==> src/rtl/feature_frame_sequencer_if.sv <==
// Handshake bundle between the SAR front end / classifier and the feature frame sequencer.
// The slave modport is the sequencer's view; the master modport is its environment.
interface feature_frame_sequencer_if #(
  parameter int N        = 4,
  parameter int NUM_FEAT = 8
);
  logic                  en;
  logic [NUM_FEAT-1:0]   feat_mask;
  logic [N-1:0]          quant_feat;
  logic                  frame_ready;
  logic                  sar_start;
  logic [NUM_FEAT-1:0]   feat_decoded;
  logic [NUM_FEAT*N-1:0] shift_reg;
  logic                  frame_valid;
  logic                  busy;

  modport master (
    output en, feat_mask, quant_feat, frame_ready,
    input  sar_start, feat_decoded, shift_reg, frame_valid, busy
  );

  modport slave (
    input  en, feat_mask, quant_feat, frame_ready,
    output sar_start, feat_decoded, shift_reg, frame_valid, busy
  );
endinterface

==> src/rtl/feature_frame_sequencer.sv <==
// Sequences a SAR ADC over the channels enabled in a latched feature mask and
// hands the assembled frame to the classifier through a valid/ready buffer.
module feature_frame_sequencer #(
  parameter int N          = 4,
  parameter int SAR_CYCLES = 5,
  parameter int NUM_FEAT   = 8
) (
  input  logic                          clk_i,
  input  logic                          rst_ni,
  feature_frame_sequencer_if.slave      bus
);

  localparam int SCW = (SAR_CYCLES > 1) ? $clog2(SAR_CYCLES) : 1;
  localparam int IW  = (NUM_FEAT > 1) ? $clog2(NUM_FEAT) : 1;
  localparam logic [SCW-1:0] LastCnt = SCW'(SAR_CYCLES - 1);

  typedef enum logic [1:0] {
    IDLE    = 2'd0,
    CONVERT = 2'd1,
    DONE    = 2'd2
  } state_e;

  state_e                     state_q, state_d;
  logic [SCW-1:0]             sar_cnt_q, sar_cnt_d;
  logic [IW-1:0]              idx_q, idx_d;
  logic [NUM_FEAT-1:0]        mask_q, mask_d;
  logic [NUM_FEAT-1:0][N-1:0] cap_q, cap_d;
  logic [NUM_FEAT*N-1:0]      shift_q, shift_d;
  logic                       valid_q, valid_d;

  logic [IW-1:0]              first_idx;
  logic [IW-1:0]              next_idx;
  logic                       has_next;
  logic [NUM_FEAT*N-1:0]      frame_w;
  logic [NUM_FEAT-1:0]        decoded_w;

  // Downward scan so the lowest qualifying bit wins for both searches.
  always_comb begin
    first_idx = '0;
    next_idx  = '0;
    has_next  = 1'b0;
    for (int i = NUM_FEAT - 1; i >= 0; i--) begin
      if (bus.feat_mask[i]) begin
        first_idx = IW'(i);
      end
      if (mask_q[i] && (i > int'(idx_q))) begin
        next_idx = IW'(i);
        has_next = 1'b1;
      end
    end
  end

  always_comb begin
    frame_w = '0;
    for (int i = 0; i < NUM_FEAT; i++) begin
      if (mask_q[i]) begin
        frame_w[i*N +: N] = cap_q[i];
      end
    end
  end

  always_comb begin
    state_d   = state_q;
    sar_cnt_d = sar_cnt_q;
    idx_d     = idx_q;
    mask_d    = mask_q;
    cap_d     = cap_q;
    shift_d   = shift_q;
    valid_d   = valid_q;

    if (valid_q && bus.frame_ready) begin
      valid_d = 1'b0;
    end

    case (state_q)
      IDLE: begin
        if (bus.en && (|bus.feat_mask)) begin
          mask_d    = bus.feat_mask;
          idx_d     = first_idx;
          sar_cnt_d = '0;
          cap_d     = '0;
          state_d   = CONVERT;
        end
      end
      CONVERT: begin
        // Dropping en abandons the partial frame; the output buffer is left alone.
        if (!bus.en) begin
          sar_cnt_d = '0;
          state_d   = IDLE;
        end else if (sar_cnt_q == LastCnt) begin
          cap_d[idx_q] = bus.quant_feat;
          sar_cnt_d    = '0;
          if (has_next) begin
            idx_d = next_idx;
          end else begin
            state_d = DONE;
          end
        end else begin
          sar_cnt_d = sar_cnt_q + SCW'(1);
        end
      end
      DONE: begin
        if (!valid_q || bus.frame_ready) begin
          shift_d = frame_w;
          valid_d = 1'b1;
          state_d = IDLE;
        end
      end
      default: begin
        state_d = IDLE;
      end
    endcase
  end

  always_ff @(posedge clk_i) begin
    if (!rst_ni) begin
      state_q   <= IDLE;
      sar_cnt_q <= '0;
      idx_q     <= '0;
      mask_q    <= '0;
      cap_q     <= '0;
      shift_q   <= '0;
      valid_q   <= 1'b0;
    end else begin
      state_q   <= state_d;
      sar_cnt_q <= sar_cnt_d;
      idx_q     <= idx_d;
      mask_q    <= mask_d;
      cap_q     <= cap_d;
      shift_q   <= shift_d;
      valid_q   <= valid_d;
    end
  end

  always_comb begin
    decoded_w = '0;
    if (state_q == CONVERT) begin
      decoded_w[idx_q] = 1'b1;
    end
  end

  assign bus.feat_decoded = decoded_w;
  assign bus.sar_start    = (state_q == CONVERT) && (sar_cnt_q == '0);
  assign bus.shift_reg    = shift_q;
  assign bus.frame_valid  = valid_q;
  assign bus.busy         = (state_q != IDLE);

endmodule

==> src/flat_wrapper.sv <==
// flat-port wrapper written by rule: the top's interface ports become plain ports
module feature_frame_sequencer_flat 
#(
  parameter int N          = 4,
  parameter int SAR_CYCLES = 5,
  parameter int NUM_FEAT   = 8
)
  (clk_i, rst_ni, bus_en, bus_feat_mask, bus_quant_feat, bus_frame_ready, bus_sar_start, bus_feat_decoded, bus_shift_reg, bus_frame_valid, bus_busy);
  feature_frame_sequencer_if #(.N(N), .NUM_FEAT(NUM_FEAT)) bus_i ();
  input  logic clk_i;
  input  logic rst_ni;
  input wire logic [$bits(bus_i.en)-1:0] bus_en;
  input wire logic [$bits(bus_i.feat_mask)-1:0] bus_feat_mask;
  input wire logic [$bits(bus_i.quant_feat)-1:0] bus_quant_feat;
  input wire logic [$bits(bus_i.frame_ready)-1:0] bus_frame_ready;
  output wire logic [$bits(bus_i.sar_start)-1:0] bus_sar_start;
  output wire logic [$bits(bus_i.feat_decoded)-1:0] bus_feat_decoded;
  output wire logic [$bits(bus_i.shift_reg)-1:0] bus_shift_reg;
  output wire logic [$bits(bus_i.frame_valid)-1:0] bus_frame_valid;
  output wire logic [$bits(bus_i.busy)-1:0] bus_busy;
  assign bus_i.en = bus_en;
  assign bus_i.feat_mask = bus_feat_mask;
  assign bus_i.quant_feat = bus_quant_feat;
  assign bus_i.frame_ready = bus_frame_ready;
  assign bus_sar_start = bus_i.sar_start;
  assign bus_feat_decoded = bus_i.feat_decoded;
  assign bus_shift_reg = bus_i.shift_reg;
  assign bus_frame_valid = bus_i.frame_valid;
  assign bus_busy = bus_i.busy;
  feature_frame_sequencer #(.N(N), .SAR_CYCLES(SAR_CYCLES), .NUM_FEAT(NUM_FEAT)) u_core (.clk_i(clk_i), .rst_ni(rst_ni), .bus(bus_i));
endmodule
==> config.mk <==
export PLATFORM = sky130hd
export DESIGN_NAME = feature_frame_sequencer_flat
export DESIGN_NICKNAME = d
export VERILOG_FILES = /design/src/rtl/feature_frame_sequencer_if.sv /design/src/rtl/feature_frame_sequencer.sv /design/src/flat_wrapper.sv
export SDC_FILE = /design/constraint.sdc
export NUM_CORES = 1
export LEC_CHECK = 0
export CAP_MARGIN = 20
export CELL_PAD_IN_SITES_DETAIL_PLACEMENT = 0
export CELL_PAD_IN_SITES_GLOBAL_PLACEMENT = 1
export CORE_MARGIN = 1.5
export CORE_UTILIZATION = 33
export CTS_BUF_LIST = sky130_fd_sc_hd__clkbuf_8
export CTS_CLUSTER_DIAMETER = 150
export CTS_CLUSTER_SIZE = 20
export DETAILED_ROUTE_END_ITERATION = 10
export GPL_ROUTABILITY_DRIVEN = 0
export PLACE_DENSITY_LB_ADDON = 0.1
export SYNTH_ARGS = -nofsm -noshare
export SYNTH_HDL_FRONTEND = slang
export SYNTH_SLANG_ARGS = --single-unit
==> constraint.sdc <==
create_clock -name clk_i -period 2.7 [get_ports clk_i]
set_input_delay 0.27 -clock clk_i [delete_from_list [all_inputs] [get_ports clk_i]]
set_output_delay 0.27 -clock clk_i [all_outputs]
set_load 0.03 [all_outputs]
==> results of run 1 <==
layer usage:
metal  track usage [%]  up-vias  share of wire [%]
met4             3.714        0               0.66
met1             25.17     1403                 51
met3             4.134        9                3.9
li1                  -     1518                  -
met2             26.98       67                 44
met5                 0        -                  0
worst max path at each step:
stage	start	end	slack (ps)	depth (start not counted)
2_1_floorplan	u_core.state_q[1]	u_core.cap_q[24]	770	5
3_3_place_gp	bus_feat_mask[7]	u_core.cap_q[16]	390	6
3_5_place_dp	bus_feat_mask[7]	u_core.cap_q[4]	330	6
4_1_cts	u_core.state_q[0]	bus_feat_decoded[3]	100	4
5_1_grt	u_core.idx_q[1]	bus_feat_decoded[3]	5	4
6_report	u_core.idx_q[1]	bus_feat_decoded[3]	210	4
cell usage in the layout, fill, tap and decap left out, types with 3 or more instances in the layout:
cell	instances
a21boi_0	35
a21oi_1	9
a22oi_1	33
and2_1	7
buf_4	16
clkbuf_8	11
clkdlybuf4s50_1	56
dfxtp_1	81
inv_1	8
mux2i_1	7
nand2_1	43
nand2b_1	5
nand3_1	34
nor2_1	9
nor2b_1	43
nor3_1	8
o21ai_0	10
o21ai_2	3
repair_timing:
action,in CTS,in global routing
setup endpoints to repair,0,2
hold endpoints to repair,0,0
gates resized for setup,0,1
power groups by stage:
stage          Combinational (uW)  Sequential [uW]  Clock, uW
3_3_place_gp                  255             1270          0
5_1_grt                       282             1250        982
6_report                      257             1240        901
4_1_cts                       257             1240        925
3_5_place_dp                  256             1270          0
2_1_floorplan                 180             1250          0
metrics by stage:
stage,setup slack [ps],instances,power (uW)
2_1_floorplan,768.8,400,1431
4_1_cts,99.06,595,2425
3_3_place_gp,388.2,580,1528
3_5_place_dp,328.2,580,1527
5_1_grt,4.539,595,2513
6_report,213.8,595,2402
cell families (layout without fill, tap and decap cells):
kind of cell / after synthesis / after routing / share of synthesized area [%]
buffers and inverters: 37 / 96 / 4.930
multiplexers: 7 / 7 / 1.958
AO/OA/AOI/OAI: 108 / 108 / 22.41
AND/OR/NAND/NOR: 165 / 165 / 24.69
adder cells (fa/ha/maj): 2 / 2 / 0.6992
flip-flops: 81 / 81 / 45.31
area by class of cell:
type	count	area [um^2]
flip-flops and latches	81	1622
clock buffers	11	151.4
repair buffers	74	705.7
well taps	136	170.2
inverters	7	26.28
fillers	1078	5909
multi-input cells	282	1788
clock inverters	4	43.79
==> results.yml, run 1 <==
setup_path:
  critPathLaunchType: "flip-flop"
  worst-path-max-fanout: 13
  path_cells: "nand2_1 -> nor3_1 -> buf_4 -> clkdlybuf4s50_1"
  cpMaxStageDelayCell: "clkdlybuf4s50_1"
  path_class: "flip-flop to output port"
  critical_path_buf_inv_count: 2
  required_ps: 2430
  cp-end-kind: "output port"
  r2r_slack_ps: 570
  timing.rr.start: "u_core.sar_cnt_q[0]"
  cp_top_family: "buffers and inverters"
  cp.arrival_ps: 2220
  r2r_end: "u_core.cap_q[5]"
  r2r_cells: 7
  critPathMaxStageDelay_ps: 670
floorplan:
  rows: 37
  num_io_pins: 59
  core-area_um2: 10420
  die_w_um: 107.1
  fp.dieH_um: 107.1
  die_area_um2: 11480
  start_util_pct: 34.35
logic_synthesis:
  synth_commonest_cells: "dfxtp_1 (81), nand2_1 (43), nor2b_1 (43)"
  syn_avg_cell_area_um2: 8.946
  synth_edf_count: 0
  synth_cell_types: 48
  synth_area_um2: 3578
  ys_ff_latch: 81
  yosysSeqAreaShare_pct: 45.31
  synth.area.top_cells: "dfxtp_1 (45%), nor2b_1 (7.5%), a21boi_0 (7.3%)"
  synth_top_area_share_pct: 45.31
  yosysWarnings: 0
  synth_most_common_cell: "dfxtp_1"
  synth_cells: 400
  syn_nets: 418
  yosys.area.top_type: "dfxtp_1"
  ys.flop_type: "dfxtp_1"
  synthArstFlopShare_pct: 0
clock_network:
  htree_levels: 3
  cts_buffers: 9
  cts_sinks: 81
  cts-root-buf: "clkbuf_8"
  cts_setup_buffers: 0
  clk_latency_ps: 350
  clkTransAtPathRegs_ps: 80
  cts_tree: "built"
  hold_buffers: 0
  cts_buffer_depth: 2
global_routing:
  antenna_found_initial: 0
  overflow: 0
  grt_max_degree: 53
  grt_first_pass_wirelength_um: 15520
  grt_pass1_vias: 2846
  grt_util_all_layers_pct: 17.65
power:
  p_int_uw: 1786
  p_switching_uw: 615.4
  leakage_uw: 0.001495
  swShare_pct: 25.62
  vdd_drop_max_mv: 0.2281
  seq_power_share_pct: 51.8
  clockPowerShare_pct: 37.5
  power_density_nw_per_um2: 532.9
  combPwrFrac_pct: 10.7
cells_and_area:
  drive_gt1_share_pct: 10.02
  num_antenna_cells: 0
  area_delta_synth_final_pct: 25.94
  final_util_pct: 43.27
  final_nets: 473
  final_area_um2: 4507
route:
  wl_per_cell_um: 16.02
  via_per_inst: 5.037
  totalWireLength_um: 9533
  dr.pass1.iters: 4
  antenna_left: 0
  drtIter0Drc: 121
  route.detailed.drc: 0
  routed-via-count: 2997
run_status:
  outcome: "finished, final reports clean"
placement:
  dpl_cell_area_um2: 4309
  place_hpwl_um: 6542
  io_buffers: 58
sta:
  clock_skew_ps: 8.103
  setup_viol: 0
  worstMarginPinSlew_ps: 622.1
  slew-limit-headroom_pct: 58.45
  whs_ps: 418.0
  min_period_ps: 2486
  hold_viol_final: 0
  period_share_pct: 92.08
  final_max_slew_viol_count: 0
  tns_ps: 0
  rsz0062_at_grt: "false"
  fmax_mhz: 402.2
min_path:
  min_path_cells: 2
  hold_path.class: "input pin to flip-flop"
  hp-start: "rst_ni"
  min_to: "u_core.state_q[0]"
flow_run:
  maxCapViolations: 0
No activity file was read; power rests on OpenSTA's default activity.
==> run 2, diff against run 1 <==
CORE_ASPECT_RATIO = 0.75   (was default)
==> run 2 against run 1 <==
Compared with the run above:
- first-iteration DRC count rose by 33%
- final cell count rose by 0.34%
- sequential power about the same
==> results.yml, run 2 (same netlist as run 1, synthesis figures left out) <==
cells_and_area:
  area_delta_synth_final_pct: 26.36
  mostFrequentLayoutCells: "dfxtp_1 (81), clkdlybuf4s50_1 (51), nor2b_1 (43), nand2_1 (43), a21boi_0 (35)"
  num-fill-cells: 1071
  num_antenna_cells: 0
  mostFrequentLayoutCell: "dfxtp_1"
  drive_gt1_share_pct: 9.978
  final_nets: 474
floorplan:
  num_io_pins: 59
  start_util_pct: 34.37
  fp.dieH_um: 93.18
  die_area_um2: 11480
  core-area_um2: 10410
  die_w_um: 123.2
  rows: 32
sta:
  clock_skew_ps: 10.05
  setup_viol: 0
  rsz0062_at_grt: "false"
  hold_viol_final: 0
  whs_ps: 460.6
  tns_ps: 0
  period_share_pct: 94.26
  worstMarginPinSlew_ps: 683.4
  fmax_mhz: 392.9
  final_max_slew_viol_count: 0
  min_period_ps: 2545
  slew-limit-headroom_pct: 54.44
clock_network:
  clkTransAtPathRegs_ps: 80
  htree_levels: 3
  cts_sinks: 81
  cts_tree: "built"
  cts-root-buf: "clkbuf_8"
  clk_latency_ps: 360
  cts_buffers: 9
  cts_buffer_depth: 2
  hold_buffers: 0
route:
  via_per_inst: 5.104
  antenna_left: 0
  totalWireLength_um: 9816
  drtIter0Drc: 161
  wl_per_cell_um: 16.44
  dr.pass1.iters: 4
  route.detailed.drc: 0
  routed-via-count: 3047
setup_path:
  cp-end-kind: "output port"
  critPathLaunchType: "flip-flop"
  cp.arrival_ps: 2280
  worst-path-max-fanout: 7
  r2r_cells: 7
  path_class: "flip-flop to output port"
  required_ps: 2430
global_routing:
  overflow: 0
  grt_util_all_layers_pct: 18.04
  antenna_found_initial: 0
  grt_first_pass_wirelength_um: 15660
  grt_max_degree: 44
  grt_pass1_vias: 2965
power:
  vdd_drop_max_mv: 0.2691
  clockPowerShare_pct: 36.5
  swShare_pct: 26.59
  power_density_nw_per_um2: 524.2
  seq_power_share_pct: 52.5
  p_int_uw: 1740
  leakage_uw: 0.001561
  combPwrFrac_pct: 11.1
  p_switching_uw: 630.3
min_path:
  hold_path.class: "flip-flop to flip-flop"
  min_path_cells: 2
placement:
  place_hpwl_um: 6854
  io_buffers: 58
flow_run:
  maxCapViolations: 0
run_status:
  outcome: "finished, final reports clean"
[run 2: cell count changes in the layout (fill, tap and decap cells not counted), moves of 2 or more]
| cell | change |
|---|---|
| clkdlybuf4s50_1 | -5 |
| dlymetal6s2s_1 | +3 |
| clkbuf_8 | -2 |
| dlygate4sd2_1 | +2 |
[run 2: worst max-delay path: stages (launching register included)]
cell	delay [ps]
dfxtp_1	490
nand2b_1	230
nor3_2	430
clkdlybuf4s50_1	760
[run 2: final timing paths]
check | start | to | slack [ps]
hold reg to reg | u_core.bus.shift_reg[27] | u_core.bus.shift_reg[27] | 460
hold / removal | u_core.bus.shift_reg[27] | u_core.bus.shift_reg[27] | 460
setup / recovery | u_core.state_q[0] | bus_feat_decoded[2] | 150
setup reg to reg | u_core.sar_cnt_q[0] | u_core.cap_q[9] | 490
[run 2: power by group through the flow]
| stage | clock (uW) | sequential, uW | combinational, uW |
|---|---|---|---|
| finish | 864 | 1240 | 262 |
| global route | 941 | 1250 | 286 |
| CTS | 900 | 1240 | 263 |
| detailed placement | 0 | 1270 | 262 |
| global placement | 0 | 1270 | 263 |
| floorplan | 0 | 1250 | 180 |
[run 2: metal layers]
metal / vias to the layer above / GRT usage (%) / wire length (um)
li1: 1522 / - / -
met1: 1455 / 25.62 / 5043
met2: 61 / 27.08 / 4253
met3: 9 / 4.390 / 396
met4: 0 / 5.077 / 121
met5: - / 0 / 0
[run 2: area by class of cell]
class | count | area (um^2) | area share, %
Multi-Input combinational cell | 282 | 1785 | 39.49
Clock buffer | 9 | 123.9 | 2.739
Inverter | 7 | 26.28 | 0.5811
Tap cell | 136 | 170.2 | 3.763
Timing Repair Buffer | 75 | 730.7 | 16.16
Clock inverter | 7 | 63.81 | 1.411
Sequential cell | 81 | 1622 | 35.86
[run 2: stage by stage]
| step | total power (uW) | worst slack [ps] | area [um^2] | util [%] | std cells |
|---|---|---|---|---|---|
| floorplan | 1431 | 768.8 | 3578 | - | 400 |
| global route | 2474 | 23.97 | 4522 | 43.44 | 597 |
| detailed placement | 1534 | 298.3 | 4329 | 41.59 | 581 |
| CTS | 2406 | 77.53 | 4514 | 43.37 | 597 |
| global placement | 1534 | 370.3 | 4329 | 41.59 | 581 |
| finish | 2370 | 155.0 | 4522 | 43.44 | 597 |
[run 2: what timing repair did]
item,4_1_cts,5_1_grt
resized for setup,2,3
setup buffers,0,0
endpoints found under the setup margin,2,3
